===== src/rtl/pwm_pkg.sv =====
// pwm_pkg: state enum and duty type shared by the frame controller and the PWM generator
package pwm_pkg;
  typedef enum logic [1:0] {IDLE, LAUNCH, RUN, DRAIN} pwm_state_e;
  typedef logic [15:0] duty_t;
endpackage


===== src/rtl/duty_limiter.sv =====
// duty_limiter: clamps a duty command and slews the applied duty toward the target
module duty_limiter
  import pwm_pkg::*;
#(
  parameter int MODULO = 10000
) (
  input  duty_t cmd,
  input  duty_t min_duty,
  input  duty_t max_duty,
  input  duty_t slew,
  input  duty_t target,
  input  duty_t applied,
  output duty_t clamped,
  output duty_t slewed
);
  localparam duty_t MOD = duty_t'(MODULO);
  duty_t lo, hi;
  logic up;
  logic [16:0] diff;
  always_comb begin
    lo = (cmd < min_duty) ? min_duty : cmd;
    hi = (lo > max_duty) ? max_duty : lo;
    clamped = (cmd == '0) ? '0 : (hi > MOD) ? MOD : hi;
    up = target >= applied;
    diff = up ? {1'b0, target} - {1'b0, applied} : {1'b0, applied} - {1'b0, target};
    slewed = (slew == '0 || diff <= {1'b0, slew}) ? target : up ? applied + slew : applied - slew;
  end
endmodule


===== src/rtl/pwm_frame_ctrl.sv =====
// pwm_frame_ctrl: prescaler, frame counter and run/drain FSM issuing double-buffered duty to a PWM generator
module pwm_frame_ctrl
  import pwm_pkg::*;
#(
  parameter int MODULO = 10000,
  parameter int DIV_W  = 16
) (
  input  logic             CLK,
  input  logic             RST,
  input  logic             i_ENABLE,
  input  logic [DIV_W-1:0] i_DIV,
  input  logic             i_WR_DUTY,
  input  logic [15:0]      i_DUTY_CMD,
  input  logic [15:0]      i_MIN_DUTY,
  input  logic [15:0]      i_MAX_DUTY,
  input  logic [15:0]      i_SLEW,
  output logic             o_PWM_TIC,
  output logic             o_START,
  output logic [15:0]      o_DUTY,
  output logic             o_BUSY,
  output logic [15:0]      o_FRAME_CNT
);
  localparam logic [15:0] LAST = 16'(MODULO - 1);
  pwm_state_e state, state_n;
  logic [DIV_W-1:0] pre_cnt, div_eff;
  logic [15:0] tic_cnt;
  duty_t target, clamped, slewed;
  logic zero_q, boundary, drop;
  duty_limiter #(.MODULO(MODULO)) u_lim (
    .cmd(i_DUTY_CMD), .min_duty(i_MIN_DUTY), .max_duty(i_MAX_DUTY), .slew(i_SLEW),
    .target(target), .applied(o_DUTY), .clamped(clamped), .slewed(slewed)
  );
  always_comb begin
    div_eff = (i_DIV == '0) ? DIV_W'(1) : i_DIV;
    o_BUSY = state != IDLE;
    o_PWM_TIC = o_BUSY && pre_cnt >= div_eff - DIV_W'(1);
    boundary = o_PWM_TIC && tic_cnt >= LAST;
    drop = state == DRAIN && !i_ENABLE;
    // zero_q marks the cycle carrying the drain's zero-duty start; leave only after it
    state_n = (state == IDLE)   ? (i_ENABLE ? LAUNCH : IDLE) :
              (state == LAUNCH) ? RUN :
              (state == RUN)    ? (i_ENABLE ? RUN : DRAIN) :
              zero_q ? IDLE : i_ENABLE ? RUN : DRAIN;
  end
  always_ff @(posedge CLK) begin
    if (RST) begin
      state <= IDLE;
      pre_cnt <= '0;
      tic_cnt <= '0;
      target <= '0;
      o_DUTY <= '0;
      o_START <= 1'b0;
      zero_q <= 1'b0;
      o_FRAME_CNT <= '0;
    end else begin
      state <= state_n;
      if (i_WR_DUTY) target <= clamped;
      zero_q <= boundary && drop;
      o_START <= (state == IDLE) ? i_ENABLE : boundary;
      pre_cnt <= (state == IDLE || o_PWM_TIC) ? '0 : pre_cnt + 1'b1;
      tic_cnt <= (state == IDLE || boundary) ? '0 : tic_cnt + 16'(o_PWM_TIC);
      if (state == IDLE) o_DUTY <= i_ENABLE ? target : '0;
      else if (boundary) o_DUTY <= drop ? '0 : slewed;
      o_FRAME_CNT <= (state_n == IDLE) ? '0 :
                     (state == IDLE || (boundary && !drop)) ? o_FRAME_CNT + 1'b1 : o_FRAME_CNT;
    end
  end
endmodule


===== config.mk =====
export PLATFORM = sky130hd
export DESIGN_NAME = pwm_frame_ctrl
export DESIGN_NICKNAME = d
export VERILOG_FILES = /design/src/rtl/pwm_pkg.sv /design/src/rtl/duty_limiter.sv /design/src/rtl/pwm_frame_ctrl.sv
export SDC_FILE = /design/constraint.sdc
export NUM_CORES = 1
export LEC_CHECK = 0
export ABC_CLOCK_PERIOD_IN_PS = 5000
export BUFFER_PORTS_ARGS = -buffer_cell sky130_fd_sc_hd__buf_2
export CORE_UTILIZATION = 25
export CTS_BUF_LIST = sky130_fd_sc_hd__clkbuf_8
export CTS_CLUSTER_SIZE = 12
export DETAILED_ROUTE_END_ITERATION = 16
export SETUP_SLACK_MARGIN = 0.02
export SLEW_MARGIN = 20
export SYNTH_ARGS = -nofsm -noshare
export SYNTH_HDL_FRONTEND = slang
export SYNTH_SLANG_ARGS = --single-unit

===== constraint.sdc =====
create_clock -name CLK -period 5 [get_ports CLK]
set_clock_uncertainty 0.05 [all_clocks]
set_input_delay 0.25 -clock CLK [delete_from_list [all_inputs] [get_ports CLK]]
set_output_delay 0.25 -clock CLK [all_outputs]
set_load 0.05 [all_outputs]

==> impl_summary.txt <==
----------------------------------------------------
[Yosys]
  Per-instance average area after synthesis ... 7.965 um2
  Sequential area share after synthesis ... 0.1955
  Net count after synthesis ... approximately 1,300
  Area leader, netlist ... dfxtp_1
  Library cells used by synthesis ... between 80 and 90
  Post-synth design cell area ... 8602 um2
  Gate count after technology mapping ... ~1,100
  Most numerous cell in the Yosys netlist ... nor2_1
  Top cell type's share of synthesized area ... 0.1955
  Top cells by area, synth ... dfxtp_1, ha_1, xnor2_1, nor2_1, inv_1
  Count of flip-flops with a built-in enable after synthesis ... 0
  Share of async-settable or async-resettable flops after synthesis ... 0
  Most used DFF post-synth ... dfxtp_1
  Warning count from the yosys run ... 0
  Cell types with the highest counts after synthesis ... nor2_1, ha_1, inv_1
  Register bit count reported by yosys ... 84

[STA]
  Relative max-transition margin ... 0.3292
  Count of endpoints failing hold in the final timing report ... 0
  Total count of max-transition violations in the final report ... 0
  Worst hold slack ... roughly 0.12 ns
  Minimum setup slack in the final design ... 0.2559 ns
  Fmax ... about 210 MHz
  Minimum clock period ... around 4.7 ns
  Fin crit share ... 0.9488
  Transition at the pin with the smallest max-transition slack ... 1.003 ns
  Unrepaired setup endpoints after global routing ... true
  Finish-stage setup viols ... 0

[Placement]
  Final weighted congestion of routability-driven global placement ... roughly 0.89
  HPWL reported at the end of detailed placement ... slightly above 20,000 um
  Post-place instance area ... a little over 10,000 um2
  Placement-stage worst setup slack ... -0.1286 ns
  Number of buffers added on ports ... 118

[Power and ir drop]
  Relative contribution of combinational cells to total power ... 0.797
  Switching share of power ... 0.5031
  Power per Cell Area ... around 630 nW/um2
  Int Power ... between 3 and 4 mW
  Leakage dissipation ... about 4.8 nW
  Clock power frac ... 0.088
  Maximum VDD drop ... 0.0002723 V
  Net switching component of the power ... 3.456 mW
  Relative contribution of sequential cells to total power ... 0.114
  Total power ... 6.870 mW

[Finish]
  Share of layout cells above drive strength 1 ... 0.2720
  FILL cells ... between 3,000 and 4,000
  Cell area after layout ... 10,840 um2
  Multi-input gate area ... ~6600 um2
  Net count reported at finish ... ~1,500
  Sequential cell area ... ~1700 um2
  Area growth from synthesis to layout ... 25.99%

[Drt]
  Antenna viol nets, final ... 0
  DRC violation count after routing ... 0
  Detailed Route Iter0 Violations ... around 440
  Routed len/inst ... approximately 15 um
  Drt total wl ... about 25,000 um
  First-pass DRT Iterations ... 5
  Overall via count from detail_route ... 8,279
  Vias per inst ... around 4.8

[Clock tree]
  Root buffer cell ... clkbuf_8
  Worst-path clk slew ... ~0.09 ns
  CTS tree ... done
  Clock insertion delay at the later pin of the skew report ... between 0.3 and 0.4 ns
  Hold buffer count at CTS ... 0
  Htree depth ... 3
  Max clock buf depth ... 2
  CTS Buf Count ... 9
  Number of sinks on the clock net ... between 80 and 90

[Critical path]
  CP max stage delay ... 0.39 ns
  Count of cells along the worst register-to-register path ... 25
  Source of the critical timing path ... o_DUTY[2]
  Endpoint of the worst register-to-register path ... o_DUTY[14]
  Critical R2R Launch ... o_DUTY[2]
  Flop-to-flop setup slack ... about 0.26 ns
  Critical Path RT ... about 5.2 ns
  Crit path kind ... flip-flop to flip-flop
  Crit. End Element ... flip-flop
  Crit Path Max Fanout ... 7
  Worst path arrival time ... 4.95 ns
  Slowest library cell on the worst path ... ha_2
  Startpoint type of the worst setup path ... flip-flop
  Crit path to ... o_DUTY[14]

[Die]
  Die Wd ... around 190 um
  Floorplan die height ... around 190 um
  Initial cell density of the core ... 0.2553
  Die footprint ... 35,150 um2
  Core Footprint ... 33,700 um2
  Number of ports placed on the die boundary ... 119
  Cell row count ... 67

[Global route]
  Total global routing track utilization ... 0.1422
  GRT overflow ... 0
  Via count of the first global-routing pass ... slightly above 8,000
  Initial antenna violation count ... 1
  Wire length of the first global-routing pass ... between 40,000 and 50,000 um
  Largest net degree at the start of global routing ... 29

[Min path]
  Classification of the worst-slack hold path ... input pin to flip-flop
  Origin of the worst min-delay path ... i_WR_DUTY

[Run status]
  Run status ... completed

[Run]
  Max Cap Violations ... 0

----------------------------------------------------
## how the worst min path moves through the flow
| stage | to | slack, ns | cells after the start |
|---|---|---|---|
| global placement | pre_cnt[0] | 0.42 | 1 |
| CTS | target[15] | 0.09 | 2 |
| floorplan | target[15] | 0.28 | 1 |
| global route | target[14] | 0.10 | 2 |
| finish | target[15] | 0.12 | 2 |
| detailed placement | pre_cnt[0] | 0.42 | 1 |
## layout make-up
class	count	area share
tap	448	0.05172
clock buffer	9	0.01143
inverter	102	0.03533
sequential	84	0.1564
timing repair buffer	217	0.1257
antenna	1	0.0002309
multi-input combinational	864	0.6085
clock inverter	7	0.01062
## stage by stage
| stage | TNS (ns) | std cells | utilization |
|---|---|---|---|
| floorplan | 0 | 1080 | - |
| global placement | -0.04761 | 1704 | 0.3050 |
| detailed placement | -1.053 | 1704 | 0.3050 |
| CTS | 0 | 1720 | 0.3122 |
| global route | -0.1108 | 1731 | 0.3215 |
| finish | 0 | 1732 | 0.3216 |
## layout by cell type (no fill, tap or decap), drive strengths merged, types with 4 or more instances in the layout
cell | synthesis | layout
o211ai | 4 | 4
a21o | 30 | 30
inv | 102 | 105
o31ai | 6 | 6
nor4 | 11 | 11
mux2i | 17 | 17
nand2b | 8 | 8
or2 | 4 | 4
o21a | 4 | 4
o21ai | 57 | 57
dfxtp | 84 | 84
a2111oi | 6 | 6
ha | 116 | 116
nor3b | 4 | 4
nand3 | 33 | 33
and3 | 10 | 10
o21bai | 4 | 4
xor2 | 34 | 34
and2 | 6 | 6
xnor2 | 62 | 62
a31oi | 8 | 8
clkbuf | 13 | 9
or3 | 7 | 7
buf | 17 | 217
nor2 | 118 | 118
nor2b | 7 | 7
a211oi | 19 | 19
nand4 | 13 | 13
nand2 | 94 | 94
mux2 | 18 | 18
nor3 | 32 | 32
a221oi | 16 | 16
a21oi | 67 | 67
o22ai | 4 | 4
## power groups by stage
stage	registers [mW]	logic [mW]	clock network (mW)
finish	0.786	5.48	0.606
CTS	0.785	4.99	0.627
detailed placement	0.800	4.95	0
floorplan	1.02	3.21	0
global route	0.795	5.94	0.657
global placement	0.799	4.90	0
## metal layers
metal / global-route usage / vias up / wire [um]
li1: - / 4230 / -
met1: 0.2013 / 3855 / 12710
met2: 0.2256 / 178 / 11080
met3: 0.01853 / 16 / 1130
met4: 0.03721 / 0 / 284
met5: 0 / - / 0
## cells by family (layout without fill, tap and decap cells)
family	count (synthesis)	in the layout	share of synthesized area
compound gates	256	256	0.2236
xor+xnor	96	96	0.09775
fa+ha+maj	119	119	0.1757
buf+inv	132	335	0.06342
flops	84	84	0.1955
mux	35	35	0.04378
other cells	0	1	0
simple gates	358	358	0.2003
## critical path, delay by kind of cell, from the launching register on
| kind | cells | cell delay [ns] |
|---|---|---|
| AND/OR/NAND/NOR | 8 | 1.12 |
| buffers and inverters | 4 | 0.50 |
| adder cells (fa/ha/maj) | 2 | 0.71 |
| XOR/XNOR | 1 | 0.18 |
| flip-flops | 1 | 0.33 |
| AO/OA/AOI/OAI | 10 | 1.70 |
## state kept, by name, summed over array words and instances, names as in the netlist
register,flops
o_FRAME_CNT,16
o_START,1
state,2
tic_cnt,16
o_DUTY,16
zero_q,1
pre_cnt,16
target,16
## what timing repair did
| item | CTS | global route |
|---|---|---|
| resized for setup | 1 | 46 |
| pin swaps | 0 | 20 |
| buffers inserted | 0 | 11 |
| endpoints found under the setup margin | 1 | 27 |
(Power assumes the default switching activity.)
